===== config.mk =====
export PLATFORM = sky130hd
export DESIGN_NAME = contador_xy
export DESIGN_NICKNAME = d
export VERILOG_FILES = /design/src/rtl/contador_pkg.sv /design/src/rtl/sumador_limite.sv /design/src/rtl/contador_xy.sv
export SDC_FILE = /design/constraint.sdc
export NUM_CORES = 1
export LEC_CHECK = 0
export ABC_AREA = 1
export CAP_MARGIN = 20
export CORE_AREA = 2 2 39 41
export DETAILED_ROUTE_END_ITERATION = 12
export DIE_AREA = 0 0 41 43
export GPL_TIMING_DRIVEN = 0
export PLACE_DENSITY = 0.6
export SKIP_CTS_REPAIR_TIMING = 1
export SLEW_MARGIN = 20
export SYNTH_ARGS = -nofsm -noshare
export SYNTH_HDL_FRONTEND = slang
export SYNTH_HIERARCHICAL = 1
export SYNTH_SLANG_ARGS = --single-unit
export TNS_END_PERCENT = 100

===== constraint.sdc =====
create_clock -name clk -period 1.9 [get_ports clk]
set_input_delay 0.38 -clock clk [delete_from_list [all_inputs] [get_ports clk]]
set_output_delay 0.38 -clock clk [all_outputs]
set_load 0.02 [all_outputs]

===== src/rtl/contador_pkg.sv =====
// Shared encodings for the contador_xy up/down counter: FSM states and {x,y} command codes.
package contador_pkg;

    typedef enum logic [1:0] {
        REPOSO = 2'b00,
        SUBE   = 2'b01,
        BAJA   = 2'b10,
        PAUSA  = 2'b11
    } estado_e;

    localparam logic [1:0] CMD_HOLD = 2'b00;
    localparam logic [1:0] CMD_DOWN = 2'b01;
    localparam logic [1:0] CMD_UP   = 2'b10;
    localparam logic [1:0] CMD_LOAD = 2'b11;

endpackage


===== src/rtl/sumador_limite.sv =====
// Combinational +1/-1 step with limit detection; wraps or saturates depending on WRAP.
module sumador_limite #(
    parameter int unsigned WIDTH = 3,
    parameter bit          WRAP  = 1'b1
) (
    input  logic [WIDTH-1:0] z,
    input  logic             subir,
    output logic [WIDTH-1:0] z_sig,
    output logic             limite
);

    localparam logic [WIDTH:0] UNO = {{WIDTH{1'b0}}, 1'b1};

    logic [WIDTH:0] ext;

    always_comb begin
        ext = subir ? ({1'b0, z} + UNO) : ({1'b0, z} - UNO);
        // The extra bit is the carry on the way up and the borrow on the way down.
        limite = ext[WIDTH];
        if (WRAP) begin
            z_sig = ext[WIDTH-1:0];
        end else begin
            z_sig = limite ? z : ext[WIDTH-1:0];
        end
    end

endmodule


===== src/rtl/contador_xy.sv =====
// 3-bit up/down counter with parallel load driven by the {x,y} command pair; a direction
// reversal costs one PAUSA cycle. Z and I are registered.
module contador_xy
    import contador_pkg::*;
#(
    parameter int unsigned WIDTH = 3,
    parameter bit          WRAP  = 1'b1
) (
    input  logic             clk,
    input  logic             r,
    input  logic             x,
    input  logic             y,
    input  logic [WIDTH-1:0] L,
    output logic [WIDTH-1:0] Z,
    output logic             I
);

    estado_e          estado_q, estado_d;
    logic [WIDTH-1:0] z_q, z_d;
    logic             i_q, i_d;
    logic [1:0]       cmd;
    logic [WIDTH-1:0] z_sig;
    logic             limite;

    assign cmd = {x, y};

    sumador_limite #(
        .WIDTH(WIDTH),
        .WRAP (WRAP)
    ) u_sumador (
        .z     (z_q),
        .subir (cmd == CMD_UP),
        .z_sig (z_sig),
        .limite(limite)
    );

    always_comb begin
        estado_d = REPOSO;
        z_d      = z_q;
        i_d      = 1'b0;
        unique case (cmd)
            CMD_HOLD: begin
                estado_d = REPOSO;
            end
            CMD_LOAD: begin
                z_d      = L;
                estado_d = REPOSO;
            end
            CMD_UP: begin
                if (estado_q == BAJA) begin
                    estado_d = PAUSA;
                end else begin
                    z_d      = z_sig;
                    i_d      = limite;
                    estado_d = SUBE;
                end
            end
            CMD_DOWN: begin
                if (estado_q == SUBE) begin
                    estado_d = PAUSA;
                end else begin
                    z_d      = z_sig;
                    i_d      = limite;
                    estado_d = BAJA;
                end
            end
            default: begin
                estado_d = REPOSO;
            end
        endcase
    end

    always_ff @(posedge clk) begin
        if (r) begin
            estado_q <= REPOSO;
            z_q      <= '0;
            i_q      <= 1'b0;
        end else begin
            estado_q <= estado_d;
            z_q      <= z_d;
            i_q      <= i_d;
        end
    end

    assign Z = z_q;
    assign I = i_q;

endmodule


==> results of run 1 <==
==> metrics by stage <==
step / util, % / hold slack, ns / setup slack, ns / instances
after global placement: 42.9 / 0.529 / -0.343 / 95
final: 46.7 / 0.550 / 0.166 / 98
after global routing: 46.7 / 0.577 / 0.128 / 98
after CTS: 44.6 / 0.547 / -0.0996 / 98
after floorplan: - / 0.503 / 0.271 / 69
after detailed placement: 42.9 / 0.538 / -0.339 / 95
==> layout by cell type, fill, tap and decap left out <==
master / count
o21ai_0: 5
nand3_2: 2
clkinv_2: 1
xor2_1: 1
clkbuf_4: 3
nor2_1: 7
a21oi_1: 4
inv_2: 3
ha_1: 4
nand2_1: 14
ha_4: 2
clkdlybuf4s50_1: 8
nand3_4: 1
dlymetal6s2s_1: 2
dfxtp_1: 6
fa_1: 1
nand3_1: 4
inv_1: 14
==> state kept, by name, indices dropped and copies added (netlist names) <==
| signal | count |
|---|---|
| I | 1 |
| Z | 3 |
| estado_q | 2 |
==> routing by layer <==
| layer | part of all wire, % | vias to the layer above | global-route usage [%] |
|---|---|---|---|
| li1 | - | 236 | - |
| met1 | 45 | 192 | 15.5 |
| met5 | 0 | - | 0 |
| met2 | 49 | 10 | 17.5 |
| met4 | 3.2 | 0 | 10.0 |
| met3 | 2.8 | 4 | 1.57 |
==> worst register-to-register path: cells and delay by family, from the launching register on <==
kind / cells / cell delay, ns
XOR/XNOR: 1 / 0.15
AO/OA/AOI/OAI: 1 / 0.08
adder cells (fa/ha/maj): 1 / 0.45
AND/OR/NAND/NOR: 3 / 0.21
flip-flops: 1 / 0.37
==> synth_stat cells, drive strengths merged <==
cell type / instances / share of area (%)
a21oi: 4 / 4.2
clkinv: 1 / 1.1
dfxtp: 6 / 25
fa: 1 / 4.2
ha: 6 / 16
inv: 17 / 13
nand2: 14 / 11
nand3: 7 / 12
nor2: 7 / 5.5
o21ai: 5 / 5.3
xor2: 1 / 1.8
==> kinds of logic after synthesis <==
kind of cell | count (synthesis) | synth area share, %
flip-flops | 6 | 25.3
buffers and inverters | 18 | 14.5
AND/OR/NAND/NOR | 28 | 28.8
adder cells (fa/ha/maj) | 7 | 20.1
AO/OA/AOI/OAI | 9 | 9.50
XOR/XNOR | 1 | 1.85
==> layout make-up <==
class                      count  area [µm²]
clock buffer                   3        22.5
fill                         146         737
inverter                      18        68.8
multi-input combinational     45         310
sequential                     6         120
tap                           16        20.0
timing repair buffer          10         105
==> report_power, final <==
part           total [µW]  internal (µW)  leakage [µW]  switching (µW)
logic                 150           73.2      0.000257            76.9
clock network         119           71.5     0.0000138            47.3
registers             151            137     0.0000494            13.6
==> path summary, 6_finish.rpt <==
check | endpoint | slack (ns) | cells past startpoint
worst max-delay path | Z[0] | 0.17 | 1
worst min-delay path | estado_q[1] | 0.55 | 2
worst max register to register | Z[2] | 0.54 | 6
worst min register to register | estado_q[1] | 0.55 | 2
==> results by group, run 1 <==
Outcome
  • Status: complete, no violations

Worst setup path
  • Critical Path Fanout Max: 6
  • Crit path kind: register to output pin
  • CP max stage cell: clkdlybuf4s50_1
  • Worst path max stage delay: around 0.65 ns
  • Kind of end point of the critical path: output pin
  • Crit path max-delay family: buffers and inverters
  • Crit-path cells: clkdlybuf4s50_1
  • Crit start category: register
  • WP buf/inv: 1
  • Crit path from: Z[0]
  • Critical path arrival: about 1.4 ns
  • Req. time, crit path: between 1.5 and 2 ns
  • Reg2Reg Launch Point: Z[0]

Synthesis
  • YS warnings: 6
  • Post-synthesis instance total: around 70
  • Synth Area per Inst: 6.87 µm²
  • Mapped Nets: between 80 and 90
  • Register area share after synthesis: ~25%
  • Synth cell types: 14
  • Seq cells post-synth: 6
  • Mapped cell area: around 470 µm²

Floorplanning
  • I/O pins: 11
  • DIE WIDTH: between 40 and 50 µm
  • Core area: around 1400 µm²
  • DIE AREA: about 1800 µm²
  • Die Y: roughly 43 µm
  • Row cnt: 14
  • Initial Util: between 30 and 40%

Routing
  • Antenna viol nets, final: 0
  • Vias: around 440
  • WL/cell: 9.28 µm
  • WL final: roughly 900 µm
  • Initial DRC count: 13
  • DRC viols: 0
  • TritonRoute pass-1 iters: 4
  • Via density: approximately 4.5

Run
  • MaxCap Viol Count: 0

Placed design
  • Port buffer count: 10
  • GP Congestion: approximately 0.77
  • Placed Area: slightly below 600 µm²
  • Dpl hpwl: 711 µm

Final layout
  • Nets: 98
  • Fin area: approximately 650 µm²
  • Layout area overhead: 36.4%
  • Share of post-route cells with drive strength above 1: approximately 15%
  • Antenna fix cells: 0

Clock tree
  • Clock latency on the worst-skew pair: 0.25 ns
  • Deepest clock path buffer count: 2
  • CTS tree: done
  • H-tree lvl count: 1
  • Clock sink count: 6
  • CTS clk-pin slew, worst paths: 0.04 ns
  • CTS Root Cell: clkbuf_4
  • CTS Buf Count: 3

Power
  • Tot Pwr: around 420 µW
  • Static leakage: 0.000320 µW
  • Maximum VDD drop: ~230 µV
  • PwrDens: 649 nW/µm²

STA
  • Slew @ Worst Pin: ~0.25 ns
  • Fin crit period: approximately 1.7 ns
  • Final period utilization: 91.3%
  • Relative slew slack: between 80% and 90%
  • Count of final max-slew check failures: 0
  • Setup TNS: 0 ns
  • RSZ-0062 raised after global routing: no
  • Clock Skew: around 0.0019 ns
  • # setup viols final: 0
  • Fmax: roughly 580 MHz
  • Final Hold Vio Count: 0

GRT
  • Total GRT Usage: between 10 and 15%
  • GRT Residual Overflow: 0
  • Largest net degree at the start of global routing: 9
  • Initial antenna violation count: 0
  • First-pass GRT wire length: between 1 and 1.5 mm
  • Vias in the first global route: around 380

Min path
  • Worst Hold Class: register to register
  • Hold Crit Start: estado_q[1]
Power figures use the tool's default switching activity.
==> run 2, diff against run 1 <==
- CORE_AREA: 2 2 39 41 -> not set
- CORE_UTILIZATION: not set -> 30
- DIE_AREA: 0 0 41 43 -> not set
- PLACE_DENSITY: 0.6 -> 0.53
==> run 2 against run 1 <==
Compared with the run above:
- non-clock buffer count unchanged
- wire length fell by 0.55%
- worst hold slack worse by 0.0088 ns
- core utilization hardly changed
- global-route usage is 0.73 points higher
- count of clock-buffer cells in the layout stayed put
- critical endpoint is now Z[2]
- sequential power about the same
- cell count shrank 1.0%
- highest routed layer unchanged
- via count shrank 2.3%
- power grew 0.30%
- fmax is 3.4% lower
==> results by group, run 2 (synthesized netlist as in run 1, its figures left out) <==
Outcome
  • Status: complete, no violations

Placed design
  • Placed Area: about 590 µm²
  • Port buffer count: 10
  • GP Congestion: about 0.74
  • Dpl hpwl: a little over 700 µm

Routing
  • WL/cell: just over 9 µm
  • DRC viols: 0
  • WL final: 904 µm
  • Vias: between 400 and 500
  • Initial DRC count: 6
  • Via density: roughly 4.5
  • Antenna viol nets, final: 0
  • TritonRoute pass-1 iters: 4

Floorplanning
  • Initial Util: roughly a third
  • DIE WIDTH: 41.8 µm
  • Row cnt: 13
  • DIE AREA: between 1500 and 2000 µm²
  • I/O pins: 11
  • Die Y: around 42 µm
  • Core area: about 1400 µm²

Worst setup path
  • Crit path max-delay family: buffers and inverters
  • Req. time, crit path: approximately 2.1 ns
  • WP buf/inv: 3
  • Critical path arrival: around 1.9 ns
  • Crit path kind: input pin to register
  • Worst path max stage delay: around 0.44 ns
  • Kind of end point of the critical path: register
  • Critical Path Fanout Max: 4
  • Crit-path cells: clkdlybuf4s50_1, inv_2, ha_4, inv_4, fa_1, xor2_1, nand2_1, o21ai_0, nor2_1, nor2_1
  • Crit start category: input pin
  • CP max stage cell: clkdlybuf4s50_1
  • Most used cell, CP: nor2_1

Clock tree
  • Deepest clock path buffer count: 2
  • Clock sink count: 6
  • CTS tree: done
  • CTS Root Cell: clkbuf_4
  • Clock latency on the worst-skew pair: approximately 0.25 ns
  • H-tree lvl count: 1
  • CTS clk-pin slew, worst paths: approximately 0.040 ns
  • CTS Buf Count: 3

Final layout
  • Most frequent cells in the layout: inv_1, nand2_1, clkdlybuf4s50_1, nor2_1, dfxtp_1
  • Layout area overhead: 36.1%
  • Share of post-route cells with drive strength above 1: 14.6%
  • Fin area: between 600 and 700 µm²
  • Max FFs per register: 3
  • Nets: about 100
  • Antenna fix cells: 0

STA
  • Fmax: ~560 MHz
  • Fin crit period: approximately 1.8 ns
  • Final Hold Vio Count: 0
  • Final period utilization: ~94%
  • # setup viols final: 0
  • Relative slew slack: ~83%
  • Setup TNS: 0 ns
  • Slew @ Worst Pin: roughly 0.25 ns
  • Count of final max-slew check failures: 0
  • Final hold slack: 0.541 ns
  • Clock Skew: approximately 0.0032 ns

Power
  • PwrDens: 652 nW/µm²
  • Static leakage: between 0.0003 and 0.0004 µW
  • Maximum VDD drop: 332 µV

GRT
  • Largest net degree at the start of global routing: 9
  • Vias in the first global route: ~420
  • Initial antenna violation count: 0
  • First-pass GRT wire length: approximately 1.7 mm
  • Total GRT Usage: between 10% and 20%
  • GRT Residual Overflow: 0

Run
  • MaxCap Viol Count: 0

Min path
  • Worst Hold Class: register to register
==> run 2: changes by cell type in the layout (fill, tap and decap cells not counted), sizes merged <==
cell           previous run  this run
clkdlybuf4s50             8         9
dlymetal6s2s              2         1
==> run 2: area by class of cell <==
type                       count  area [µm²]
fill                         146         737
multi-input combinational     45         310
sequential                     6         120
timing repair buffer          10         103
inverter                      18        71.3
clock buffer                   3        22.5
tap                           15        18.8
==> run 2: worst paths after layout <==
check / cells past startpoint / end / slack (ns) / startpoint
worst max-delay path: 10 / Z[2] / 0.10 / y
worst min-delay path: 2 / estado_q[1] / 0.54 / estado_q[1]
worst max register to register: 6 / Z[2] / 0.55 / Z[0]
worst min register to register: 2 / estado_q[1] / 0.54 / estado_q[1]
==> run 2: where the power goes <==
part           internal (µW)  switching [µW]
sequential               137            14.0
combinational           74.2            77.0
clock                   71.5            47.1
==> run 2: stage by stage <==
| stage | cells | power, µW | utilization (%) | worst slack (ns) |
|---|---|---|---|---|
| floorplan | 69 | 245 | - | 0.271 |
| global placement | 94 | 294 | 42.9 | -0.305 |
| detailed placement | 94 | 296 | 42.9 | -0.316 |
| CTS | 97 | 415 | 44.5 | -0.0598 |
| global route | 97 | 463 | 46.7 | -0.0104 |
| finish | 97 | 421 | 46.7 | 0.105 |
==> run 2: tightest hold or removal path, cell delays in order (launching register included) <==
cell	delay, ns
dfxtp_1	0.32
nand3_2	0.10
a21oi_1	0.07
==> run 2: metal layers <==
layer | GRT usage (%) | vias to the layer above | wire, µm
met5 | 0 | - | 0
met3 | 3.91 | 5 | 35
met4 | 9.68 | 0 | 33
met2 | 17.8 | 8 | 379
li1 | - | 237 | -
met1 | 16.8 | 182 | 455
